[src/rtl/decode_queue.sv]
// RV64 decode stage: combinational decode of in_inst feeding a DEPTH-entry FIFO of decoded records.
// One cycle from push to head; in_ready deasserts only when the FIFO is full; flush empties it.
module decode_queue #(
  parameter int XLEN    = 64,
  parameter int DEPTH   = 2,
  parameter bit ADDI_EN = 1'b1
) (
  input  logic            clk,
  input  logic            rst_n,
  input  logic            flush,
  input  logic            in_valid,
  output logic            in_ready,
  input  logic [31:0]     in_inst,
  input  logic [XLEN-1:0] in_pc,
  output logic            out_valid,
  input  logic            out_ready,
  output logic [XLEN-1:0] out_pc,
  output logic [4:0]      out_rs1,
  output logic [4:0]      out_rs2,
  output logic [4:0]      out_rd,
  output logic [XLEN-1:0] out_imm,
  output logic [1:0]      out_alu_ctrl,
  output logic            out_alu_src_imm,
  output logic            out_reg_write_enable,
  output logic            out_data_write_enable,
  output logic            out_reg_write_select,
  output logic [1:0]      out_branch,
  output logic            out_illegal
);

  localparam int PW = $clog2(DEPTH);
  localparam int CW = $clog2(DEPTH) + 1;

  localparam logic [1:0] ALU_AND = 2'd0;
  localparam logic [1:0] ALU_OR  = 2'd1;
  localparam logic [1:0] ALU_ADD = 2'd2;
  localparam logic [1:0] ALU_SUB = 2'd3;
  localparam logic [1:0] BR_BEQ  = 2'd1;
  localparam logic [1:0] BR_BLT  = 2'd2;

  typedef struct packed {
    logic [XLEN-1:0] pc;
    logic [4:0]      rs1;
    logic [4:0]      rs2;
    logic [4:0]      rd;
    logic [XLEN-1:0] imm;
    logic [1:0]      alu_ctrl;
    logic            alu_src_imm;
    logic            reg_write_enable;
    logic            data_write_enable;
    logic            reg_write_select;
    logic [1:0]      branch;
    logic            illegal;
  } entry_t;

  entry_t          dec;
  entry_t          mem [DEPTH];
  entry_t          head;
  logic [PW-1:0]   wr_ptr;
  logic [PW-1:0]   rd_ptr;
  logic [CW-1:0]   count;
  logic            push;
  logic            pop;
  logic [6:0]      opcode;
  logic [2:0]      f3;
  logic [6:0]      f7;
  logic [XLEN-1:0] imm_i;
  logic [XLEN-1:0] imm_s;
  logic [XLEN-1:0] imm_b;

  assign opcode = in_inst[6:0];
  assign f3     = in_inst[14:12];
  assign f7     = in_inst[31:25];
  assign imm_i  = {{(XLEN-12){in_inst[31]}}, in_inst[31:20]};
  assign imm_s  = {{(XLEN-12){in_inst[31]}}, in_inst[31:25], in_inst[11:7]};
  assign imm_b  = {{(XLEN-13){in_inst[31]}}, in_inst[31], in_inst[7], in_inst[30:25],
                   in_inst[11:8], 1'b0};

  // Register indices are passed through raw even for illegal encodings.
  always_comb begin
    dec         = '0;
    dec.pc      = in_pc;
    dec.rs1     = in_inst[19:15];
    dec.rs2     = in_inst[24:20];
    dec.rd      = in_inst[11:7];
    dec.illegal = 1'b1;
    case (opcode)
      7'b0000011: if (f3 == 3'b011) begin
        dec.illegal          = 1'b0;
        dec.reg_write_enable = 1'b1;
        dec.alu_ctrl         = ALU_ADD;
        dec.alu_src_imm      = 1'b1;
        dec.imm              = imm_i;
      end
      7'b0100011: if (f3 == 3'b011) begin
        dec.illegal           = 1'b0;
        dec.data_write_enable = 1'b1;
        dec.alu_ctrl          = ALU_ADD;
        dec.alu_src_imm       = 1'b1;
        dec.imm               = imm_s;
      end
      7'b0110011: begin
        if (f7 == 7'b0000000 && (f3 == 3'b111 || f3 == 3'b110 || f3 == 3'b000)) begin
          dec.illegal  = 1'b0;
          dec.alu_ctrl = (f3 == 3'b111) ? ALU_AND : (f3 == 3'b110) ? ALU_OR : ALU_ADD;
        end else if (f7 == 7'b0100000 && f3 == 3'b000) begin
          dec.illegal  = 1'b0;
          dec.alu_ctrl = ALU_SUB;
        end
        if (!dec.illegal) begin
          dec.reg_write_enable = 1'b1;
          dec.reg_write_select = 1'b1;
        end
      end
      7'b1100011: if (f3 == 3'b000 || f3 == 3'b100) begin
        dec.illegal  = 1'b0;
        dec.alu_ctrl = ALU_SUB;
        dec.branch   = (f3 == 3'b000) ? BR_BEQ : BR_BLT;
        dec.imm      = imm_b;
      end
      7'b0010011: if (ADDI_EN && f3 == 3'b000) begin
        dec.illegal          = 1'b0;
        dec.reg_write_enable = 1'b1;
        dec.reg_write_select = 1'b1;
        dec.alu_ctrl         = ALU_ADD;
        dec.alu_src_imm      = 1'b1;
        dec.imm              = imm_i;
      end
      default: ;
    endcase
  end

  assign in_ready  = (count != CW'(DEPTH));
  assign out_valid = (count != '0);
  assign push      = in_valid & in_ready;
  assign pop       = out_valid & out_ready;

  always_ff @(posedge clk or negedge rst_n) begin
    if (!rst_n) begin
      count  <= '0;
      wr_ptr <= '0;
      rd_ptr <= '0;
      for (int i = 0; i < DEPTH; i++) mem[i] <= '0;
    end else if (flush) begin
      count  <= '0;
      wr_ptr <= '0;
      rd_ptr <= '0;
    end else begin
      if (push) begin
        mem[wr_ptr] <= dec;
        wr_ptr      <= wr_ptr + PW'(1);
      end
      if (pop) rd_ptr <= rd_ptr + PW'(1);
      if (push && !pop)      count <= count + CW'(1);
      else if (pop && !push) count <= count - CW'(1);
    end
  end

  assign head                  = mem[rd_ptr];
  assign out_pc                = head.pc;
  assign out_rs1               = head.rs1;
  assign out_rs2               = head.rs2;
  assign out_rd                = head.rd;
  assign out_imm               = head.imm;
  assign out_alu_ctrl          = head.alu_ctrl;
  assign out_alu_src_imm       = head.alu_src_imm;
  assign out_reg_write_enable  = head.reg_write_enable;
  assign out_data_write_enable = head.data_write_enable;
  assign out_reg_write_select  = head.reg_write_select;
  assign out_branch            = head.branch;
  assign out_illegal           = head.illegal;

endmodule

[config.mk]
export PLATFORM = sky130hd
export DESIGN_NAME = decode_queue
export DESIGN_NICKNAME = d
export VERILOG_FILES = /design/src/rtl/decode_queue.sv
export SDC_FILE = /design/constraint.sdc
export NUM_CORES = 1
export LEC_CHECK = 0
export ABC_AREA = 1
export BUFFER_PORTS_ARGS = -buffer_cell sky130_fd_sc_hd__buf_2
export CAP_MARGIN = 40
export CORE_ASPECT_RATIO = 0.7
export CORE_MARGIN = 5
export CORE_UTILIZATION = 53
export DETAILED_ROUTE_END_ITERATION = 8
export PLACE_DENSITY = 0.89
export SLEW_MARGIN = 20
export SYNTH_ARGS = -nofsm -noshare
export SYNTH_HDL_FRONTEND = slang
export SYNTH_SLANG_ARGS = --single-unit
[constraint.sdc]
create_clock -name clk -period 2.5 [get_ports clk]
set_input_delay 0.25 -clock clk [delete_from_list [all_inputs] [get_ports clk]]
set_output_delay 0.25 -clock clk [all_outputs]
set_load 0.02 [all_outputs]
==> impl_metrics.py <==
metrics = {
    "die": {
        "pin_count": 255,
        "num_rows": 41,
        "die_w_um": 174,
        "die-area_um2": 21600,
        "die_h_um": 124,
        "core_um2": 18200,
        "initial_core_util": 0.545,
    },
    "final_layout": {
        "nets": 1585,
        "final_common_cell": "nand2_1",
        "syn2layout_area_growth_pct": 18.2,
        "final_core_util": 0.644,
        "final_layout_size_suffix_gt1_frac": 0.216,
        "mostFrequentLayoutCells": "nand2_1, buf_2, dfrtp_1",
    },
    "clocking": {
        "clock_latency_ps": 480,
        "cts_sinks": 206,
        "cts_tree": "built",
        "cts_buffers": 20,
        "clock-root-buffer": "clkbuf_16",
        "cts.htree.levels": 1,
        "clk_pin_slew_ps": 60,
        "post_cts_buffers": 0,
        "cts_buffer_depth": 3,
    },
    "route": {
        "drtIter0Drc": 975,
        "wl_per_cell_um": 14.4,
        "vias": 8790,
        "wl_um": 24900,
        "post-route-drc-count": 0,
        "firstDrtPassIters": 5,
        "viasPerCell": 5.07,
        "final_antenna_net_count": 0,
    },
    "synthesis": {
        "seq_area_frac_synth": 0.520,
        "syn_inst": 1305,
        "synth_area_um2": 9920,
        "synth_area_leaders": "dfrtp_1, nand2_1, o21ai_1, inv_1, buf_4",
        "synth.top_cell.area_share": 0.520,
        "synthFlopType": "dfrtp_1",
        "ys_warn_count": 0,
        "ys_ff_latch": 206,
        "syn-num-nets": 1406,
        "async_reset_ff_frac": 1.00,
        "yosys.area.top_type": "dfrtp_1",
        "synth_cell_types": 27,
        "synth_edf_count": 0,
        "syn_avg_cell_area_um2": 7.60,
    },
    "grt": {
        "grt_pass1_wl_um": 41100,
        "grt_pass1_vias": 8133,
        "grt_antenna_before_repair": 0,
        "grt-ovfl-total": 0,
        "grt_start_max_net_pins": 59,
        "groute.usage.overall": 0.224,
    },
    "sta": {
        "skew_ps": 11.1,
        "min_period_ps": 2300,
        "slew_headroom": 0.565,
        "worstMarginPinSlew_ps": 653,
        "whs_ps": 26.5,
        "final_hold_viol_count": 0,
        "rsz0062_at_grt": "no",
        "finalSetupViolCount": 0,
        "fin_crit_sh": 0.921,
        "max_freq_mhz": 434,
        "drv_slew": 0,
        "fin_setup_tns_ps": 0,
    },
    "pwr": {
        "ir_worst_vdd_v": 0.000901,
        "power_density_nw_per_um2": 1110,
        "total_power_w": 0.0130,
        "p_leak_nw": 6.86,
    },
    "critical_path": {
        "crit_type": "reg2out",
        "worstPathRequired_ps": 2250,
        "arrival_ps": 2050,
        "critPathMaxFanout": 52,
        "cp-end-kind": "output port",
        "startpoint_type": "register",
    },
    "status": {
        "outcome": "finished clean",
    },
    "placement": {
        "io_buffers": 254,
        "finalWeightedCongestion": 0.923,
        "dpl.hpwl_um": 17200,
    },
    "flow_run": {
        "maxCapViolations": 0,
    },
    "hold_path": {
        "hold_class": "in2reg",
    },
}
## cell usage after synthesis (2+ instances only)
| cell | number |
|---|---|
| buf_1 | 3 |
| nor2_4 | 2 |
| dfrtp_1 | 206 |
| nor2_2 | 2 |
| nand2_4 | 2 |
| buf_4 | 51 |
| o21ai_2 | 4 |
| nor2_1 | 38 |
| clkbuf_1 | 37 |
| o21ai_1 | 148 |
| buf_6 | 4 |
| inv_2 | 6 |
| nor3_4 | 2 |
| nand3_1 | 26 |
| o21ai_0 | 32 |
| nand2_1 | 599 |
| a31oi_1 | 3 |
| inv_1 | 107 |
| buf_2 | 21 |
| nand4_1 | 5 |
## area by class of cell
cell class	instances	area, µm²
inverters	114	439
repair buffers	273	1520
well taps	236	295
multi-input cells	869	3650
clock inverters	5	52.6
flip-flops and latches	206	5160
fillers	1535	6480
diodes	1	2.50
clock buffers	30	609
## state kept, by name (all words and copies together) (netlist names)
register / count
wr_ptr: 1
rd_ptr: 1
count: 2
mem: 202
## worst max-delay path, cell delays in order (launching register included)
cell and delay [ps]:
dfrtp_4 510, clkinv_2 320, nand2_1 110, nand2_1 80
buf_4 300, buf_2 240
## layer usage
layer	vias up	global-route usage	share of wire	wire (µm)
li1	4332	-	-	-
met1	4047	0.332	0.44	11000
met2	370	0.344	0.46	11300
met3	41	0.0388	0.081	2010
met4	0	0.0568	0.022	550
met5	-	0	0	0
## repair_timing
item / 4_1_cts / 5_1_grt
endpoints found under the setup margin: 0 / 52
resized for setup: 0 / 1
endpoints found under the hold margin: 54 / 0
hold buffers: 1 / 0
## worst paths after layout
path | from | to | slack, ps | cells past startpoint
max in group asynchronous | rst_n | mem[266] | 1460 | 3
worst min-delay path | in_pc[32] | mem[120] | 30 | 3
worst max register to register | count[0] | mem[248] | 780 | 8
worst max-delay path | rd_ptr | out_imm[57] | 200 | 5
min in group asynchronous | rst_n | mem[250] | 300 | 2
worst min register to register | mem[17] | mem[17] | 480 | 2
## power breakdown
| part | switching [W] | total [W] | leakage (nW) | internal (W) |
|---|---|---|---|---|
| clock network | 0.00123 | 0.00302 | 0.325 | 0.00179 |
| logic | 0.00314 | 0.00474 | 3.91 | 0.00160 |
| registers | 0.000656 | 0.00522 | 2.62 | 0.00457 |
| total | 0.00503 | 0.0130 | 6.86 | 0.00795 |
## through the flow
stage	cells	worst slack, ps	instance area [µm²]
finish	1734	197	11700
global route	1733	31.4	11700
CTS	1733	113	11700
detailed placement	1697	637	11000
global placement	1697	678	11000
floorplan	1305	72.3	9920
## logic make-up (layout without fill, tap and decap cells)
group | Yosys count | count (layout) | share of synthesized area
buffers and inverters | 230 | 422 | 0.112
AOI/OAI and AO/OA | 189 | 189 | 0.0974
DFF | 206 | 206 | 0.520
other | 0 | 1 | 0
and+or+nand+nor | 679 | 679 | 0.270
xor gates and xnor gates | 1 | 1 | 0.000883
(Power assumes the default switching activity.)
